File: src/rtl/mem_bus_arbiter_if.sv
`default_nettype none
// ============================================================================
// Module   : mem_bus_arbiter_if
// Brief    : Fetch, MEM-stage and shared-bus signal bundle for mem_bus_arbiter.
// Revision : 1.0
// ============================================================================
interface mem_bus_arbiter_if;
  logic        if_req;
  logic [31:0] if_addr;
  logic [31:0] if_data;
  logic        if_ack;
  logic        flush;
  logic        mem_req;
  logic        mem_we;
  logic [3:0]  mem_sel;
  logic [31:0] mem_addr;
  logic [31:0] mem_wdata;
  logic [31:0] mem_rdata;
  logic        mem_ack;
  logic        bus_req;
  logic        bus_we;
  logic [3:0]  bus_sel;
  logic [31:0] bus_addr;
  logic [31:0] bus_wdata;
  logic [31:0] bus_rdata;
  logic        bus_ack;
  logic        bus_err;
  logic        stallreq_if;
  logic        stallreq_mem;

  // Arbiter side: serves the requesters and masters the bus.
  modport master (
    input  if_req, if_addr, flush, mem_req, mem_we, mem_sel, mem_addr, mem_wdata,
           bus_rdata, bus_ack,
    output if_data, if_ack, mem_rdata, mem_ack, bus_req, bus_we, bus_sel,
           bus_addr, bus_wdata, bus_err, stallreq_if, stallreq_mem
  );

  // Environment side: requesters and bus slave.
  modport slave (
    output if_req, if_addr, flush, mem_req, mem_we, mem_sel, mem_addr, mem_wdata,
           bus_rdata, bus_ack,
    input  if_data, if_ack, mem_rdata, mem_ack, bus_req, bus_we, bus_sel,
           bus_addr, bus_wdata, bus_err, stallreq_if, stallreq_mem
  );
endinterface
`default_nettype wire

File: src/rtl/mem_bus_arbiter.sv
`default_nettype none
// ============================================================================
// Module   : mem_bus_arbiter
// Brief    : Single-port bus arbiter/sequencer for fetch and MEM stage, MEM first.
// Revision : 1.0
// ============================================================================
module mem_bus_arbiter #(
  parameter int TIMEOUT = 255
) (
  input wire clk,
  input wire rst,
  mem_bus_arbiter_if.master bif
);
  typedef enum logic [1:0] {
    S_IDLE    = 2'd0,
    S_IF_ACC  = 2'd1,
    S_MEM_ACC = 2'd2
  } state_t;

  localparam logic [7:0] C_TIMEOUT = 8'(TIMEOUT);

  state_t      r_state;
  logic [7:0]  r_wcnt;
  logic        r_killed;
  logic        r_bus_req;
  logic        r_bus_we;
  logic [3:0]  r_bus_sel;
  logic [31:0] r_bus_addr;
  logic [31:0] r_bus_wdata;
  logic        r_bus_err;
  logic [31:0] r_if_data;
  logic        r_if_ack;
  logic [31:0] r_mem_rdata;
  logic        r_mem_ack;

  logic        w_ack_cycle;
  logic        w_if_kill;
  logic        w_expire;

  assign w_ack_cycle = r_if_ack | r_mem_ack;
  assign w_if_kill   = r_killed | bif.flush;
  assign w_expire    = ~bif.bus_ack & (r_wcnt == C_TIMEOUT);

  always_ff @(posedge clk) begin
    if (rst) begin
      r_state     <= S_IDLE;
      r_wcnt      <= 8'd0;
      r_killed    <= 1'b0;
      r_bus_req   <= 1'b0;
      r_bus_we    <= 1'b0;
      r_bus_sel   <= 4'd0;
      r_bus_addr  <= 32'd0;
      r_bus_wdata <= 32'd0;
      r_bus_err   <= 1'b0;
      r_if_data   <= 32'd0;
      r_if_ack    <= 1'b0;
      r_mem_rdata <= 32'd0;
      r_mem_ack   <= 1'b0;
    end else begin
      r_if_ack  <= 1'b0;
      r_mem_ack <= 1'b0;
      r_bus_err <= 1'b0;
      case (r_state)
        S_IDLE: begin
          // The requester still shows its old request during the ack cycle.
          if (!w_ack_cycle) begin
            if (bif.mem_req) begin
              r_state     <= S_MEM_ACC;
              r_bus_req   <= 1'b1;
              r_bus_we    <= bif.mem_we;
              r_bus_sel   <= bif.mem_sel;
              r_bus_addr  <= bif.mem_addr;
              r_bus_wdata <= bif.mem_wdata;
            end else if (bif.if_req && !bif.flush) begin
              r_state    <= S_IF_ACC;
              r_bus_req  <= 1'b1;
              r_bus_we   <= 1'b0;
              r_bus_sel  <= 4'b1111;
              r_bus_addr <= bif.if_addr;
            end
          end
        end
        S_IF_ACC, S_MEM_ACC: begin
          if (bif.bus_ack || w_expire) begin
            r_state   <= S_IDLE;
            r_bus_req <= 1'b0;
            r_wcnt    <= 8'd0;
            r_killed  <= 1'b0;
            r_bus_err <= w_expire;
            if (r_state == S_MEM_ACC) begin
              r_mem_ack <= 1'b1;
              if (w_expire) begin
                r_mem_rdata <= 32'd0;
              end else if (!r_bus_we) begin
                r_mem_rdata <= bif.bus_rdata;
              end
            end else if (!w_if_kill) begin
              r_if_ack  <= 1'b1;
              r_if_data <= w_expire ? 32'd0 : bif.bus_rdata;
            end
          end else begin
            r_wcnt <= r_wcnt + 8'd1;
            if (r_state == S_IF_ACC && bif.flush) begin
              r_killed <= 1'b1;
            end
          end
        end
        default: r_state <= S_IDLE;
      endcase
    end
  end

  assign bif.bus_req      = r_bus_req;
  assign bif.bus_we       = r_bus_we;
  assign bif.bus_sel      = r_bus_sel;
  assign bif.bus_addr     = r_bus_addr;
  assign bif.bus_wdata    = r_bus_wdata;
  assign bif.bus_err      = r_bus_err;
  assign bif.if_data      = r_if_data;
  assign bif.if_ack       = r_if_ack;
  assign bif.mem_rdata    = r_mem_rdata;
  assign bif.mem_ack      = r_mem_ack;
  assign bif.stallreq_mem = bif.mem_req & ~r_mem_ack;
  assign bif.stallreq_if  = bif.if_req & ~r_if_ack;
endmodule
`default_nettype wire

File: src/flat_wrapper.sv
// flat-port wrapper written by rule: the top's interface ports become plain ports
module mem_bus_arbiter_flat 
#(
  parameter int TIMEOUT = 255
)
  (clk, rst, bif_if_req, bif_if_addr, bif_flush, bif_mem_req, bif_mem_we, bif_mem_sel, bif_mem_addr, bif_mem_wdata, bif_bus_rdata, bif_bus_ack, bif_if_data, bif_if_ack, bif_mem_rdata, bif_mem_ack, bif_bus_req, bif_bus_we, bif_bus_sel, bif_bus_addr, bif_bus_wdata, bif_bus_err, bif_stallreq_if, bif_stallreq_mem);
  mem_bus_arbiter_if bif_i ();
  input wire clk;
  input wire rst;
  input wire logic [$bits(bif_i.if_req)-1:0] bif_if_req;
  input wire logic [$bits(bif_i.if_addr)-1:0] bif_if_addr;
  input wire logic [$bits(bif_i.flush)-1:0] bif_flush;
  input wire logic [$bits(bif_i.mem_req)-1:0] bif_mem_req;
  input wire logic [$bits(bif_i.mem_we)-1:0] bif_mem_we;
  input wire logic [$bits(bif_i.mem_sel)-1:0] bif_mem_sel;
  input wire logic [$bits(bif_i.mem_addr)-1:0] bif_mem_addr;
  input wire logic [$bits(bif_i.mem_wdata)-1:0] bif_mem_wdata;
  input wire logic [$bits(bif_i.bus_rdata)-1:0] bif_bus_rdata;
  input wire logic [$bits(bif_i.bus_ack)-1:0] bif_bus_ack;
  output wire logic [$bits(bif_i.if_data)-1:0] bif_if_data;
  output wire logic [$bits(bif_i.if_ack)-1:0] bif_if_ack;
  output wire logic [$bits(bif_i.mem_rdata)-1:0] bif_mem_rdata;
  output wire logic [$bits(bif_i.mem_ack)-1:0] bif_mem_ack;
  output wire logic [$bits(bif_i.bus_req)-1:0] bif_bus_req;
  output wire logic [$bits(bif_i.bus_we)-1:0] bif_bus_we;
  output wire logic [$bits(bif_i.bus_sel)-1:0] bif_bus_sel;
  output wire logic [$bits(bif_i.bus_addr)-1:0] bif_bus_addr;
  output wire logic [$bits(bif_i.bus_wdata)-1:0] bif_bus_wdata;
  output wire logic [$bits(bif_i.bus_err)-1:0] bif_bus_err;
  output wire logic [$bits(bif_i.stallreq_if)-1:0] bif_stallreq_if;
  output wire logic [$bits(bif_i.stallreq_mem)-1:0] bif_stallreq_mem;
  assign bif_i.if_req = bif_if_req;
  assign bif_i.if_addr = bif_if_addr;
  assign bif_i.flush = bif_flush;
  assign bif_i.mem_req = bif_mem_req;
  assign bif_i.mem_we = bif_mem_we;
  assign bif_i.mem_sel = bif_mem_sel;
  assign bif_i.mem_addr = bif_mem_addr;
  assign bif_i.mem_wdata = bif_mem_wdata;
  assign bif_i.bus_rdata = bif_bus_rdata;
  assign bif_i.bus_ack = bif_bus_ack;
  assign bif_if_data = bif_i.if_data;
  assign bif_if_ack = bif_i.if_ack;
  assign bif_mem_rdata = bif_i.mem_rdata;
  assign bif_mem_ack = bif_i.mem_ack;
  assign bif_bus_req = bif_i.bus_req;
  assign bif_bus_we = bif_i.bus_we;
  assign bif_bus_sel = bif_i.bus_sel;
  assign bif_bus_addr = bif_i.bus_addr;
  assign bif_bus_wdata = bif_i.bus_wdata;
  assign bif_bus_err = bif_i.bus_err;
  assign bif_stallreq_if = bif_i.stallreq_if;
  assign bif_stallreq_mem = bif_i.stallreq_mem;
  mem_bus_arbiter #(.TIMEOUT(TIMEOUT)) u_core (.clk(clk), .rst(rst), .bif(bif_i));
endmodule
File: config.mk
export PLATFORM = sky130hd
export DESIGN_NAME = mem_bus_arbiter_flat
export DESIGN_NICKNAME = d
export VERILOG_FILES = /design/src/rtl/mem_bus_arbiter_if.sv /design/src/rtl/mem_bus_arbiter.sv /design/src/flat_wrapper.sv
export SDC_FILE = /design/constraint.sdc
export NUM_CORES = 1
export LEC_CHECK = 0
export ABC_AREA = 1
export CORE_ASPECT_RATIO = 1.25
export CORE_MARGIN = 10
export CORE_UTILIZATION = 42
export CTS_CLUSTER_SIZE = 24
export DETAILED_ROUTE_END_ITERATION = 6
export HOLD_SLACK_MARGIN = 0.05
export PLACE_DENSITY = 0.8
export SYNTH_ARGS = -nofsm -noshare
export SYNTH_HDL_FRONTEND = slang
export SYNTH_SLANG_ARGS = --single-unit
File: constraint.sdc
create_clock -name clk -period 2 [get_ports clk]
set_clock_uncertainty 0.05 [all_clocks]
set_input_delay 0.4 -clock clk [delete_from_list [all_inputs] [get_ports clk]]
set_output_delay 0.4 -clock clk [all_outputs]
set_load 0.01 [all_outputs]
; Yosys cells after proc, flatten, opt, wreduce, memory -nomap -nowiden
; Index checks and enable logic that the tools add are counted.
[classes]
n_addsub = 1
n_eq_ne = 7
n_mux = 24
bitwise_logic = 13
n_reduce_logical = 18
[op_table]
columns = op, count
row1 = 32-bit 2-to-1 mux, 5
row2 = 4-bit AND reduction, 3
row3 = 1-bit 2-to-1 mux, 10
row4 = 3-bit AND reduction, 3
row5 = "8-bit by 1-bit adder with 8-bit output, second input constant", 1
row6 = "8-bit == test, second input constant", 1
row7 = 2-bit 2-to-1 mux, 4
row8 = 4-bit 2-to-1 mux, 2
row9 = 8-bit 2-to-1 mux, 1
row10 = 1-bit NOT, 8
row11 = 2-bit nonzero test, 3
row12 = "2-bit != test, second input constant", 2
row13 = 2-bit one-hot mux with 2 select lines, 1
row14 = 4-bit OR reduction, 1
row15 = 1-bit bitwise AND, 3
row16 = "3-bit by 2-bit != test with 1-bit output, second input constant", 1
row17 = 3-bit OR reduction, 1
row18 = "2-bit by 1-bit == test with 1-bit output, second input constant", 1
row19 = "2-bit == test, second input constant", 1
row20 = 1-bit logical AND, 2
row21 = 2-bit logical NOT, 1
row22 = "2-bit by 1-bit != test with 1-bit output, second input constant", 1
row23 = 1-bit OR, 2
row24 = 1-bit one-hot mux with 2 select lines, 1
row25 = other kinds (4), 4
[word_totals]
regBits = 148
input_bits = 139
output_inout_bits = 139
word_cells = 76

; Logic depth before layout (Yosys ltp)
[depth]
word_depth = 6
ltp_mapped = 11
depth_no_buf = 10

; Worst setup path after synthesis
; Ideal clock, no wire load.
[synth_path]
path_type = flip-flop to flip-flop
start = register u_core.r_state[0]
end = register u_core.r_wcnt[6]
setup_ns = 0.120
arrival_time_ns = 1.510
t_required_ns = 1.830
path_slack_ns = 0.320
path_stages_with_launch = 9
path_buffers = 1
synth_period_minus_slack_ns = 1.680
cell_sequence = dfxtp_1 inv_1 ha_1 buf_2 inv_1 nor3_1 nand3_1 xor2_1 nor2_1
[synth_between]
elab_chain_cells = 2
word_cells_on_any_way = 3
cone_classes = eq/ne: 2 / reduce/logical: 1
[synth_lines]
columns = item, line
row1 = "start, declared", mem_bus_arbiter.sv:22  ; state_t r_state;
row2 = "start signal, assigned", mem_bus_arbiter.sv:46  ; r_state <= S_IDLE;
row3 = "start signal, assigned", mem_bus_arbiter.sv:68  ; r_state <= S_MEM_ACC;
row4 = "start signal, assigned", mem_bus_arbiter.sv:75  ; r_state <= S_IF_ACC;
row5 = 2-bit by 1-bit == test with 1-bit output or 2-bit == test (tied branches), mem_bus_arbiter.sv:63  ; case (r_state)
row6 = 2-bit OR reduction (*), mem_bus_arbiter.sv:63
row7 = "end signal, assigned", mem_bus_arbiter.sv:102  ; r_wcnt <= r_wcnt + 8'd1;
row8 = "end, declared", mem_bus_arbiter.sv:23  ; logic [7:0] r_wcnt;
; Mark *: on every way between the ends. The rest lies on a longest branch, timed or not.
; A chain may end at the register's enable or synchronous reset.

; Worst setup path in the final report
[layout_path]
start = register u_core.r_bus_we (netlist: u_core.bif.bus_we)
end = output bif_bus_we
[layout_lines]
columns = item, line
row1 = "start, declared", mem_bus_arbiter.sv:26  ; logic r_bus_we;
row2 = "start signal, assigned", mem_bus_arbiter.sv:70  ; r_bus_we <= bif.mem_we;
row3 = "end, declared", flat_wrapper.sv:25  ; output wire logic [$bits(bif_i.bus_we)-1:0] bif_bus_we;
; No word-level cell between the ends.

==> results.yml <==
run_status:
  status: "finished clean"
timing:
  fin_crit_ns: 1.846
  worst_pin_slew_ns: 0.4186
  drv_slew: 0
  rsz0062_at_grt: "false"
  setup_viol: 0
  hold_viol: 0
  fin_crit_sh: 0.9231
  max-slew-margin-rel: 0.7209
  fin_setup_tns_ns: 0
  max_freq_mhz: 541.6
clocking:
  cts_sinks: 148
  insertion_delay_ns: 0.42
  tritoncts: "yes"
  cts_setup_buffers: 0
  cts_buffer_depth: 2
  clk_pin_slew_ns: 0.06
  cts_buffers: 17
  cts_hold_buf: 0
  htreeDepth: 4
  cts_root_buf: "clkbuf_16"
  cts_resized: 2
global_route:
  grt_pass1_wl_mm: 31.44
  grt_pass1_vias: 6216
  antenna_found_initial: 0
  overflow: 0
  grt_use_total: 0.1940
  grt_max_degree: 66
worst_hold_path:
  whs_path_depth: 2
  min_from: "u_core.r_killed"
  holdPathEnd: "u_core.r_killed"
  min_path_type: "flip-flop to flip-flop"
layout:
  area_delta_synth_final_pct: 57.72
  final_common_cell: "nand2_1"
  fillCellCount: 1280
  drive_above_1_share: 0.05096
  nets: 1388
  insertedDiodeCount: 0
  final_cell_mix: "nand2_1 (335), clkdlybuf4s50_1 (275), nor2_1 (206)"
  final_area_um2: 10020
floorplan:
  rows: 50
  ios: 278
  die_w_um: 130.0
  die_y_um: 157.5
  die-area_um2: 20470
  coreArea_um2: 14890
  start_util: 0.4266
power_and_ir_drop:
  p_comb_frac: 0.194
  p_switching_w: 0.002077
  peakVddDrop_v: 0.0004904
  power_w: 0.008300
  p_leak_nw: 4.719
  clkPwrFrac: 0.412
  pwr-share-seq: 0.394
  internal-power_w: 0.006223
  powerDensity_nw_per_um2: 828.6
  switching_share: 0.2502
setup_path:
  crit_buf_inv: 1
  reg2reg_slack_ns: 0.24
  cp.arrival_ns: 1.40
  required_ns: 1.55
  startpoint_type: "flip-flop"
  end_kind: "primary output"
  critPathSlowestCell: "clkdlybuf4s50_1"
  worst_r2r_path_depth: 10
  max_stage_delay_ns: 0.59
  path_cells: "clkdlybuf4s50_1"
  r2r_end: "u_core.r_wcnt[7]"
  criticalPathCategory: "flip-flop to primary output"
  timing.rr.start: "u_core.r_state[1]"
  worstPathMaxFanout: 3
  crit_family: "buffers and inverters"
detailed_routing:
  drc: 0
  via_count: 6468
  drt-wirelength-per-cell_um: 13.95
  routed_via_density: 4.498
  routed_wl_mm: 20.06
  drtPass1Iterations: 4
  final_antenna_net_count: 0
  first_iter_violations: 380
job:
  maxCapViolations: 0
logic_synthesis:
  synthesis.nets: 1120
  ys_seq_elements: 148
  syn_inst: 977
  ys_types: 23
  synth_area_um2: 6351
  syn_avg_cell_area_um2: 6.501
  synth_seq_area_share: 0.4665
  synth-warning-count: 0
place:
  dpl_cell_area_um2: 9382
  finalWeightedCongestion: 0.7920
  dp_hpwl_mm: 14.94
  portBuffers: 277
[stage by stage]
stage                     utilization  cells  setup WS (ns)  hold slack, ns
after floorplan                     -    977         0.3204          0.3762
after global placement         0.6301   1408       -0.04437          0.3801
after detailed placement       0.6301   1408       -0.03784          0.3910
after CTS                      0.6724   1438        0.09537          0.3994
after global routing           0.6728   1438        0.03961          0.4271
final                          0.6728   1438         0.1537          0.3978
[sequential cells by signal, indices dropped and copies added, names as in the netlist, 2 cells and up]
signal / cells
u_core.bif.bus_addr: 32
u_core.bif.bus_wdata: 32
u_core.bif.if_data: 32
u_core.bif.mem_rdata: 32
u_core.r_wcnt: 8
u_core.bif.bus_sel: 4
u_core.r_state: 2
[cells by family (layout without fill, tap and decap cells)]
family,Yosys count,after routing,synth area share
flip-flops,148,148,0.4665
XOR/XNOR,3,3,0.004138
adder cells (fa/ha/maj),4,4,0.007881
buffers and inverters,173,452,0.1109
AND/OR/NAND/NOR,565,565,0.3444
AO/OA/AOI/OAI,84,84,0.06619
[per-layer routing]
metal / up-vias / part of all wire / global-route usage
li1: 3428 / - / -
met1: 2838 / 0.38 / 0.1980
met2: 172 / 0.52 / 0.3488
met3: 30 / 0.073 / 0.07237
met4: 0 / 0.026 / 0.07564
met5: - / 0 / 0
[synth_stat cells (all sizes together)]
cell type,instances,share of area
nor3,4,0.0032
o21ai,43,0.034
nor2,208,0.12
buf,20,0.020
inv,121,0.072
clkbuf,32,0.019
xnor2,1,0.0014
nand4,3,0.0030
nor3b,1,0.0012
nand3,12,0.013
dfxtp,148,0.47
a21oi,41,0.032
ha,4,0.0079
xor2,2,0.0028
nand2,337,0.20
[power groups by stage]
stage | registers [W] | logic (W) | clock network (W)
floorplan | 0.00343 | 0.000614 | 0
global placement | 0.00333 | 0.00160 | 0
detailed placement | 0.00334 | 0.00162 | 0
CTS | 0.00327 | 0.00163 | 0.00347
global route | 0.00330 | 0.00178 | 0.00359
finish | 0.00327 | 0.00161 | 0.00342
[cell type report]
| type | count | area (um^2) | share of cell area |
|---|---|---|---|
| clock inverter | 8 | 148.9 | 0.01486 |
| tap | 182 | 227.7 | 0.02273 |
| sequential | 148 | 2963 | 0.2958 |
| multi-input combinational | 656 | 2689 | 0.2684 |
| inverter | 121 | 454.2 | 0.04534 |
| timing repair buffer | 301 | 3050 | 0.3045 |
| clock buffer | 22 | 484.2 | 0.04834 |
[how the worst max path moves through the flow]
stage                           start          endpoint  cells past startpoint
floorplan           u_core.r_state[0]  u_core.r_wcnt[6]                      8
global placement          bif_mem_req  bif_stallreq_mem                      4
detailed placement        bif_mem_req  bif_stallreq_mem                      4
CTS                 u_core.bif.bus_we        bif_bus_we                      1
global route        u_core.r_state[1]  u_core.r_wcnt[7]                     10
finish              u_core.bif.bus_we        bif_bus_we                      1
Power figures use the tool's default switching activity.
